File: config.mk
export PLATFORM = sky130hd
export DESIGN_NAME = power_switch_ctrl_flat
export DESIGN_NICKNAME = d
export VERILOG_FILES = /design/src/rtl/power_pkg.sv /design/src/rtl/power_switch_ctrl_if.sv /design/src/rtl/switch_debounce.sv /design/src/rtl/power_switch_ctrl.sv /design/src/flat_wrapper.sv
export SDC_FILE = /design/constraint.sdc
export NUM_CORES = 1
export LEC_CHECK = 0
export CAP_MARGIN = 20
export CORE_MARGIN = 3
export CORE_UTILIZATION = 29
export CTS_CLUSTER_DIAMETER = 50
export DETAILED_ROUTE_END_ITERATION = 7
export SETUP_SLACK_MARGIN = 0.2
export SLEW_MARGIN = 0
export SYNTH_ARGS = -nofsm -noshare
export SYNTH_HDL_FRONTEND = slang
export SYNTH_SLANG_ARGS = --single-unit
File: constraint.sdc
create_clock -name clk -period 2.9 [get_ports clk]
set_input_delay 0.435 -clock clk [delete_from_list [all_inputs] [get_ports clk]]
set_output_delay 0.435 -clock clk [all_outputs]
set_load 0.01 [all_outputs]
File: src/rtl/power_pkg.sv
`default_nettype none
// ============================================================================
// Module      : power_pkg
// Description : Shared types and default timing constants for the power
//               switch sequencer (50 MHz system clock).
// Revision    : 1.0 - initial release
// ============================================================================
package power_pkg;

    // Debug encoding; FAULT and LATCHED share 2'b11.
    typedef enum logic [1:0] {
        ST_OFF   = 2'b00,
        ST_ARM   = 2'b01,
        ST_ON    = 2'b10,
        ST_FAULT = 2'b11
    } state_t;

    localparam int DEF_DEBOUNCE_CYCLES = 1000000;
    localparam int DEF_ARM_CYCLES      = 16384;
    localparam int DEF_LOCKOUT_CYCLES  = 25000000;
    localparam int DEF_MAX_RETRIES     = 3;
    localparam int RETRY_W             = 4;

endpackage
`default_nettype wire

File: src/rtl/power_switch_ctrl_if.sv
`default_nettype none
// ============================================================================
// Module      : power_switch_if
// Description : Switch/command/power-stage signal bundle of the sequencer.
// Revision    : 1.0 - initial release
// ============================================================================
interface power_switch_if;
    import power_pkg::*;

    logic               sw_in;
    logic               cmd_on;
    logic               cmd_off;
    logic               kill_sw;
    logic               start;
    logic               power_good;
    logic               fault;
    logic [RETRY_W-1:0] retry_cnt;
    logic [1:0]         state;

    modport master (
        output sw_in, cmd_on, cmd_off, kill_sw,
        input  start, power_good, fault, retry_cnt, state
    );

    modport slave (
        input  sw_in, cmd_on, cmd_off, kill_sw,
        output start, power_good, fault, retry_cnt, state
    );

endinterface
`default_nettype wire

File: src/rtl/switch_debounce.sv
`default_nettype none
// ============================================================================
// Module      : switch_debounce
// Description : 2-FF synchroniser plus stability debouncer with edge pulses.
// Revision    : 1.0 - initial release
// ============================================================================
module switch_debounce #(
    parameter int DEBOUNCE_CYCLES = 8
) (
    input  logic clk,
    input  logic rst_n,
    input  logic sw_in,
    output logic sw_db,
    output logic rise,
    output logic fall
);

    localparam int                CNT_W  = $clog2(DEBOUNCE_CYCLES + 1);
    localparam logic [CNT_W-1:0] c_last = CNT_W'(DEBOUNCE_CYCLES - 1);

    logic             r_sync0;
    logic             r_sync1;
    logic [CNT_W-1:0] r_cnt;

    always_ff @(posedge clk or negedge rst_n) begin
        if (!rst_n) begin
            r_sync0 <= 1'b0;
            r_sync1 <= 1'b0;
            r_cnt   <= '0;
            sw_db   <= 1'b0;
            rise    <= 1'b0;
            fall    <= 1'b0;
        end else begin
            r_sync0 <= sw_in;
            r_sync1 <= r_sync0;
            rise    <= 1'b0;
            fall    <= 1'b0;
            // Any cycle matching the accepted level restarts the stability window.
            if (r_sync1 == sw_db) begin
                r_cnt <= '0;
            end else if (r_cnt == c_last) begin
                r_cnt <= '0;
                sw_db <= r_sync1;
                rise  <= r_sync1;
                fall  <= ~r_sync1;
            end else begin
                r_cnt <= r_cnt + 1'b1;
            end
        end
    end

endmodule
`default_nettype wire

File: src/rtl/power_switch_ctrl.sv
`default_nettype none
// ============================================================================
// Module      : power_switch_ctrl
// Description : Switch/command sequencer driving power_management start, with
//               arm timeout, lockout timer and bounded automatic retries.
// Revision    : 1.0 - initial release
// ============================================================================
module power_switch_ctrl
    import power_pkg::*;
#(
    parameter int DEBOUNCE_CYCLES = DEF_DEBOUNCE_CYCLES,
    parameter int ARM_CYCLES      = DEF_ARM_CYCLES,
    parameter int LOCKOUT_CYCLES  = DEF_LOCKOUT_CYCLES,
    parameter int MAX_RETRIES     = DEF_MAX_RETRIES
) (
    input  logic          clk,
    input  logic          reset_n,
    power_switch_if.slave bus
);

    // One timer serves both ARM and FAULT, sized for the longer interval.
    localparam int TMR_MAX = (ARM_CYCLES > LOCKOUT_CYCLES) ? ARM_CYCLES : LOCKOUT_CYCLES;
    localparam int TMR_W   = $clog2(TMR_MAX + 1);

    localparam logic [TMR_W-1:0]   c_arm_last    = TMR_W'(ARM_CYCLES - 1);
    localparam logic [TMR_W-1:0]   c_lock_last   = TMR_W'(LOCKOUT_CYCLES - 1);
    localparam logic [TMR_W-1:0]   c_tmr_sat     = '1;
    localparam logic [RETRY_W-1:0] c_retry_limit = RETRY_W'(MAX_RETRIES);

    logic               r_rst_meta;
    logic               r_rst_sync_n;
    logic               w_rst_n;
    logic               w_sw_db;
    logic               w_db_rise;
    logic               w_db_fall;
    logic               w_req_on;
    logic               w_req_off;

    state_t             r_state;
    logic               r_latched;
    logic               r_start;
    logic               r_power_good;
    logic               r_fault;
    logic               r_src_cmd;
    logic [RETRY_W-1:0] r_retry_cnt;
    logic [TMR_W-1:0]   r_timer;

    always_ff @(posedge clk or negedge reset_n) begin
        if (!reset_n) begin
            r_rst_meta   <= 1'b0;
            r_rst_sync_n <= 1'b0;
        end else begin
            r_rst_meta   <= 1'b1;
            r_rst_sync_n <= r_rst_meta;
        end
    end

    assign w_rst_n = r_rst_sync_n;

    switch_debounce #(
        .DEBOUNCE_CYCLES (DEBOUNCE_CYCLES)
    ) u_debounce (
        .clk   (clk),
        .rst_n (w_rst_n),
        .sw_in (bus.sw_in),
        .sw_db (w_sw_db),
        .rise  (w_db_rise),
        .fall  (w_db_fall)
    );

    assign w_req_on  = w_db_rise | bus.cmd_on;
    assign w_req_off = w_db_fall | bus.cmd_off;

    always_ff @(posedge clk or negedge w_rst_n) begin
        if (!w_rst_n) begin
            r_state      <= ST_OFF;
            r_latched    <= 1'b0;
            r_start      <= 1'b0;
            r_power_good <= 1'b0;
            r_fault      <= 1'b0;
            r_src_cmd    <= 1'b0;
            r_retry_cnt  <= '0;
            r_timer      <= '0;
        end else if (w_req_off) begin
            r_state      <= ST_OFF;
            r_latched    <= 1'b0;
            r_start      <= 1'b0;
            r_power_good <= 1'b0;
            r_fault      <= 1'b0;
            r_retry_cnt  <= '0;
            r_timer      <= '0;
        end else begin
            case (r_state)
                ST_OFF: begin
                    r_retry_cnt <= '0;
                    if (w_req_on) begin
                        r_state   <= ST_ARM;
                        r_start   <= 1'b1;
                        r_timer   <= '0;
                        r_src_cmd <= bus.cmd_on;
                    end
                end
                ST_ARM: begin
                    if (bus.kill_sw) begin
                        r_state      <= ST_ON;
                        r_power_good <= 1'b1;
                        r_timer      <= '0;
                    end else if (r_timer == c_arm_last) begin
                        r_state <= ST_FAULT;
                        r_start <= 1'b0;
                        r_fault <= 1'b1;
                        r_timer <= '0;
                    end else if (r_timer != c_tmr_sat) begin
                        r_timer <= r_timer + 1'b1;
                    end
                end
                ST_ON: begin
                    if (!bus.kill_sw) begin
                        r_state      <= ST_FAULT;
                        r_start      <= 1'b0;
                        r_power_good <= 1'b0;
                        r_fault      <= 1'b1;
                        r_timer      <= '0;
                    end
                end
                ST_FAULT: begin
                    // Once latched, only a power-off request gets us out.
                    if (!r_latched) begin
                        if (r_timer == c_lock_last) begin
                            r_timer <= '0;
                            if ((r_retry_cnt < c_retry_limit) && (w_sw_db || r_src_cmd)) begin
                                r_retry_cnt <= r_retry_cnt + 1'b1;
                                r_state     <= ST_ARM;
                                r_start     <= 1'b1;
                                r_fault     <= 1'b0;
                            end else begin
                                r_latched <= 1'b1;
                            end
                        end else if (r_timer != c_tmr_sat) begin
                            r_timer <= r_timer + 1'b1;
                        end
                    end
                end
                default: r_state <= ST_OFF;
            endcase
        end
    end

    assign bus.start      = r_start;
    assign bus.power_good = r_power_good;
    assign bus.fault      = r_fault;
    assign bus.retry_cnt  = r_retry_cnt;
    assign bus.state      = r_state;

endmodule
`default_nettype wire

File: src/flat_wrapper.sv
// flat-port wrapper written by rule: the top's interface ports become plain ports
module power_switch_ctrl_flat import power_pkg::*;
#(
    parameter int DEBOUNCE_CYCLES = DEF_DEBOUNCE_CYCLES,
    parameter int ARM_CYCLES      = DEF_ARM_CYCLES,
    parameter int LOCKOUT_CYCLES  = DEF_LOCKOUT_CYCLES,
    parameter int MAX_RETRIES     = DEF_MAX_RETRIES
)
  (clk, reset_n, bus_sw_in, bus_cmd_on, bus_cmd_off, bus_kill_sw, bus_start, bus_power_good, bus_fault, bus_retry_cnt, bus_state);
  power_switch_if bus_i ();
  input  logic clk;
  input  logic reset_n;
  input wire logic [$bits(bus_i.sw_in)-1:0] bus_sw_in;
  input wire logic [$bits(bus_i.cmd_on)-1:0] bus_cmd_on;
  input wire logic [$bits(bus_i.cmd_off)-1:0] bus_cmd_off;
  input wire logic [$bits(bus_i.kill_sw)-1:0] bus_kill_sw;
  output wire logic [$bits(bus_i.start)-1:0] bus_start;
  output wire logic [$bits(bus_i.power_good)-1:0] bus_power_good;
  output wire logic [$bits(bus_i.fault)-1:0] bus_fault;
  output wire logic [$bits(bus_i.retry_cnt)-1:0] bus_retry_cnt;
  output wire logic [$bits(bus_i.state)-1:0] bus_state;
  assign bus_i.sw_in = bus_sw_in;
  assign bus_i.cmd_on = bus_cmd_on;
  assign bus_i.cmd_off = bus_cmd_off;
  assign bus_i.kill_sw = bus_kill_sw;
  assign bus_start = bus_i.start;
  assign bus_power_good = bus_i.power_good;
  assign bus_fault = bus_i.fault;
  assign bus_retry_cnt = bus_i.retry_cnt;
  assign bus_state = bus_i.state;
  power_switch_ctrl #(.DEBOUNCE_CYCLES(DEBOUNCE_CYCLES), .ARM_CYCLES(ARM_CYCLES), .LOCKOUT_CYCLES(LOCKOUT_CYCLES), .MAX_RETRIES(MAX_RETRIES)) u_core (.clk(clk), .reset_n(reset_n), .bus(bus_i));
endmodule
Yosys cells after proc, flatten, opt, wreduce, memory -nomap -nowiden
Index checks and enable logic that the tools add are counted.
- flip-flop bits (word level): 63
- input bits: 6
- output and inout bits: 9
- logic and storage cells: 111
- add/sub/neg operators: 3
- magnitude comparators: 1
- equality and inequality tests: 17
- muxes and demuxes: 54
- bitwise logic cells: 5
- reduce and logical (&&, ||, !) cells: 15
- operators by type and width (operator ; count):
    2-to-1 mux 25 bit ; 8
    case mux 25 bit (4 select lines) ; 1
    2-to-1 mux 20 bit ; 2
    2-to-1 mux 1 bit ; 26
    adder 25 x 1 -> 25 bit, second input constant ; 1
    equality test 25 x 14 -> 1 bit, second input constant ; 1
    equality test 25 bit, second input constant ; 1
    inequality test 25 bit, second input constant ; 1
    adder 20 x 1 -> 20 bit, second input constant ; 1
    equality test 20 bit, second input constant ; 1
    2-to-1 mux 2 bit ; 8
    2-to-1 mux 4 bit ; 4
    AND reduction 7 bit ; 2
    inequality test 3 x 1 -> 1 bit, second input constant ; 4
    inequality test 3 x 2 -> 1 bit, second input constant ; 4
    AND reduction 3 bit ; 3
    case mux 2 bit (4 select lines) ; 1
    case mux 4 bit (2 select lines) ; 1
    AND reduction 6 bit ; 1
    nonzero test 3 bit ; 2
    adder 4 x 1 -> 4 bit, second input constant ; 1
    equality test 2 bit, second input constant ; 2
    less-than comparator 4 x 2 -> 1 bit, second input constant ; 1
    inequality test 4 x 2 -> 1 bit, second input constant ; 1
    14 further kinds ; 17

Longest topological paths before layout
- depth in word-level cells: 7
- mapped depth: 9
- gate-level depth less buffers: 7

Modules after synthesis
From an unflattened synthesis, not the netlist that was laid out.
- cells, all modules: 353
- area, all modules: 3407.0 um^2
- by module, submodules not included (module ; instances ; cells each ; area an instance (um^2) ; seq. area each (um^2)):
    power_switch_ctrl ; 1 ; 237 ; 2233.4 ; 950.9
    switch_debounce ; 1 ; 116 ; 1173.6 ; 625.6

Least setup slack after synthesis
No wires, ideal clock.
- path type: reg-to-reg
- start: register u_core.r_timer[0]
- end: register u_core.r_timer[18]
- setup time: 0.134 ns
- arrival: 2.176 ns
- data required time: 2.766 ns
- path slack: 0.590 ns
- stages on the path, launching flop included: 9
- path buffers: 2
- period minus slack after synthesis: 2.310 ns
- cell sequence: dfrtp_1 -> ha_1 -> nand3_1 -> or4_1 -> buf_2 -> o311a_4 -> o31ai_4 -> buf_2 -> a21oi_1
- longest elaborated chain between the ends: 6
- elaborated cells between the ends (all ways): 11
- those cells by class: add/sub (1); eq/ne (3); mux (7)
- ends and longest elaborated chain (element ; line ; source):
    from (decl) ; power_switch_ctrl.sv:46 ; logic [TMR_W-1:0] r_timer;
    from (signal assigned) ; power_switch_ctrl.sv:114 ; r_timer <= r_timer + 1'b1;
    from (signal assigned) ; power_switch_ctrl.sv:140 ; r_timer <= r_timer + 1'b1;
    adder 25 x 1 -> 25 bit / inequality test 25 bit (equally long branches) ; - ;
    2-to-1 mux 25 bit ; power_switch_ctrl.sv:113, power_switch_ctrl.sv:139 ;
    2-to-1 mux 25 bit, on equally long branches ; power_switch_ctrl.sv:129, power_switch_ctrl.sv:108 ;
    2-to-1 mux 25 bit, on equally long branches ; power_switch_ctrl.sv:128, power_switch_ctrl.sv:104 ;
    case mux 25 bit (4 select lines) (*) ; power_switch_ctrl.sv:93 ; case (r_state)
    2-to-1 mux 25 bit (*) ; power_switch_ctrl.sv:84 ; end else if (w_req_off) begin
Mark *: on every way between the ends. The rest lies on a longest branch, timed or not. The select of a mux whose other input is x is not followed.
A chain may end at the register's enable or synchronous reset.

Final worst setup path
- start: register u_core.r_state[0], in the netlist u_core.bus.state[0]
- end: register u_core.r_timer[18]
- longest elaborated chain between the ends: 3
- elaborated cells between the ends (all ways): 10
- those cells by class: eq/ne (6); mux (2); reduce/logical (2)
- ends and longest elaborated chain (element ; line ; source):
    from (decl) ; power_switch_ctrl.sv:39 ; state_t r_state;
    from (signal assigned) ; power_switch_ctrl.sv:76 ; r_state <= ST_OFF;
    from (signal assigned) ; power_switch_ctrl.sv:85 ; r_state <= ST_OFF;
    from (signal assigned) ; power_switch_ctrl.sv:97 ; r_state <= ST_ARM;
    equality test 2 bit, or another cell as far along ; power_switch_ctrl.sv:93 ;
    case mux 25 bit (4 select lines), or another cell as far along ; power_switch_ctrl.sv:93 ;
    2-to-1 mux 25 bit / AND reduction 3 bit (equally long branches) ; - ;
Several ways; a longest one is shown, not always the timed one.

==> summary.md <==
| Metric | Value |
|---|---|
| DP Wirelength | 5298 µm |
| TritonRoute pass-1 iters | 4 |
| Worst Setup Path Type | flip-flop to flip-flop |
| Starting DRT DRC Count | between 200 and 300 |
| Sw Share | 27.69% |
| CTS buffer count | 9 |
| Worst-margin pin slew | 0.6975 ns |
| Final wirelength | between 7000 and 8000 µm |
| Max-slew violations | 0 |
| Core ar. | 11130 µm² |
| Mapped Avg Cell Area | 9.718 µm² |
| Yosys reg bits | 63 |
| RSZ-0062 raised after global routing | no |
| Clock Tree Buf Depth | 2 |
| Reg-to-reg startpoint | u_core.bus.state[0] |
| Setup crit end | u_core.r_timer[18] |
| # DRC | 0 |
| Overall Power | 2.371 mW |
| Initial core utilization | 30.40% |
| Cell mode on critical path | a21oi_1 |
| Tcrit/Tclk final | 86.04% |
| Vias in the first global route | 2730 |
| Peak VDD IR | 0.3526 mV |
| Synthesized netlist cell count | 348 |
| Final min period | around 2.5 ns |
| Critical path startpoint | u_core.bus.state[0] |
| Gpl congestion | around 0.80 |
| Worst EP arrival | between 2 and 3 ns |
| Root buffer cell | clkbuf_16 |
| Ys async rst share | 100.0% |
| Detailed-route via count | 2744 |
| Comb pwr share | 19.3% |
| Setup Viol. Count Final | 0 |
| Overflow after GRT | 0 |
| Worst Reg2Reg Path Length in Cells | 6 |
| CTS clk-pin slew, worst paths | 0.05 ns |
| Outcome | complete, no violations |
| Hold Crit Class | primary input to async pin |
| Synthesis-to-layout area growth | 18.65% |
| First-pass GRT wire length | 13430 µm |
| CTS Hold Bufs | 0 |
| Reg2reg setup slack | 0.40 ns |
| Row count | 38 |
| Lkg Pwr | 1.555 nW |
| Psw | 656.7 µW |
| Die H | 114.0 µm |
| CP Launch Type | flip-flop |
| # fillers | between 1000 and 1500 |
| CTS Sinks | 63 |
| Worst-skew pair later-pin latency | 0.33 ns |
| Max Cap Viol | 0 |
| Warnings, synthesis | 0 |
| Slew HR | 53.14% |
| CP Cell Sequence | ha_1, a22oi_1, a21oi_1, a211oi_1, or4b_2, a21oi_1 |
| DR vias/cell | 5.339 |
| Ports | 15 |
| Die Width | 114.0 µm |
| Worst-path fanout max | 11 |
| Worst slack at placement | 0.2347 ns |
| Hold Fails Final Rpt | 0 |
| Final WS setup | 0.4050 ns |
| ANT cells | 0 |
| Critical-path top delay cell | or4b_2 |
| Initial antenna violation count | 0 |
| Post-synth net total | 361 |
| TNS Setup | 0 ns |
| Fmax achieved | 400.8 MHz |
| Share of post-route cells with drive strength above 1 | 10.96% |
| Number of flops mapped to enable cells by yosys | 0 |
| Global Route Usage Sum | 12.72% |
| CP max stage delay | roughly 0.62 ns |
| Antenna viol nets, final | 0 |
| Critical path capture point type | flip-flop |
| Worst R2R End | u_core.r_timer[18] |
| Die area | about 13000 µm² |
| Port Buffers | 14 |
| Yosys cell types | 52 |
| Fin nets | 384 |
| Pin count of the biggest net entering global routing | 40 |
| PwrDens | 591.0 nW/µm² |
| Fin util | 36.07% |
| Routed length per instance | between 15 and 20 µm |
| Hold slack | 0.2574 ns |
| Synth Flop Type | dfrtp_1 |
| Clock share of power | 40.1% |
| Seq pwr share | 40.6% |
| Required @ worst endpoint | 3.16 ns |
| H-Tree Depth | 3 |
| Int Pwr | 1.715 mW |
| Post-synthesis cell area | between 3000 and 4000 µm² |
| Sequential element share of the synthesized area | between 40% and 50% |
| Final setup skew | between 0.006 and 0.007 ns |
| TritonCTS clock tree | done |
[per-stage QoR]
stage | cells | area, µm²
global placement | 497 | 3726
CTS | 511 | 3983
global route | 514 | 4013
floorplan | 348 | 3382
finish | 514 | 4013
detailed placement | 497 | 3726
[how the worst min path moves through the flow]
stage	startpoint	end	slack (ns)	depth (start not counted)
floorplan	reset_n	u_core.r_rst_meta	0.14	0
global placement	u_core.r_rst_sync_n	u_core.u_debounce.r_cnt[9]	0.32	0
detailed placement	u_core.r_rst_sync_n	u_core.u_debounce.r_cnt[9]	0.33	0
CTS	reset_n	u_core.r_rst_meta	0.25	1
global route	reset_n	u_core.r_rst_meta	0.25	1
finish	reset_n	u_core.r_rst_meta	0.26	1
[sequential cells by signal, indices dropped and copies added, names as in the netlist, 2 cells and up]
name	cells
u_core.u_debounce.r_cnt	20
u_core.bus.retry_cnt	4
u_core.r_timer	25
u_core.bus.state	2
[cells in the mapped netlist, types with 4 or more instances]
master | n | area (µm²)
a211oi_1 | 5 | 37.54
a21oi_1 | 21 | 105.1
a31oi_1 | 5 | 31.28
and4_1 | 8 | 70.07
buf_2 | 7 | 35.03
clkbuf_1 | 6 | 22.52
dfrtp_1 | 63 | 1577
ha_1 | 7 | 87.58
inv_1 | 10 | 37.54
nand2_1 | 29 | 108.9
nand3_1 | 17 | 85.08
nand4_1 | 11 | 68.82
nor2_1 | 36 | 135.1
nor3b_1 | 4 | 30.03
nor4_1 | 7 | 43.79
o31ai_1 | 14 | 105.1
or2_2 | 4 | 25.02
or3_1 | 6 | 37.54
or4_1 | 16 | 120.1
xnor2_1 | 10 | 87.58
xor2_1 | 12 | 105.1
[final cells by class]
class	count	area, µm²	share of cell area (%)
clock buffer	12	246.5	6.143
clock inverter	2	10.01	0.2495
inverter	10	37.54	0.9355
multi-input combinational	262	1718	42.81
sequential	63	1578	39.32
tap	140	175.2	4.365
timing repair buffer	25	247.7	6.174
[per-layer routing]
metal  up-vias  global-route usage [%]  part of all wire (%)
met2        38                   19.63                    47
li1       1342                       -                     -
met4         0                   3.088                   1.2
met3         9                   4.881                   3.1
met5         -                       0                     0
met1      1355                   16.88                    48
[logic make-up after synthesis]
family                     synth area share (%)
buffers and inverters                     2.812
adders and majority gates                 2.590
muxes                                     1.221
DFF                                       46.61
and+or+nand+nor                           27.86
xor gates and xnor gates                  5.697
other                                    0.1109
AOI/OAI and AO/OA                         13.10
[worst max-delay path: cells and delay by family, from the launching register on]
kind                     cells  cell delay, ns
AO/OA/AOI/OAI                4            1.04
AND/OR/NAND/NOR              1            0.62
flip-flops                   1            0.42
adder cells (fa/ha/maj)      1            0.36
[repair_timing]
| action | in CTS | in global routing |
|---|---|---|
| endpoints found under the setup margin | 0 | 18 |
| gates resized for setup | 0 | 1 |
| buffers inserted | 0 | 3 |
[power by group through the flow]
stage	clock, mW	combinational (mW)	sequential [mW]
2_1_floorplan	0	0.267	0.983
3_5_place_dp	0	0.434	0.976
5_1_grt	1.01	0.506	0.968
4_1_cts	0.973	0.438	0.962
6_report	0.952	0.458	0.962
3_3_place_gp	0	0.428	0.975
[placed cells by master (no fill, tap or decap), types with 8 or more instances in the layout]
cell type	netlist	final
dfrtp_1	63	62
nor2_1	36	36
nand2_1	29	29
a21oi_1	21	21
nand3_1	17	17
or4_1	16	16
o31ai_1	14	14
clkdlybuf4s50_1	0	14
xor2_1	12	12
nand4_1	11	11
inv_1	10	10
xnor2_1	10	10
clkbuf_16	0	9
buf_4	0	9
and4_1	8	8
(Power assumes the default switching activity.)
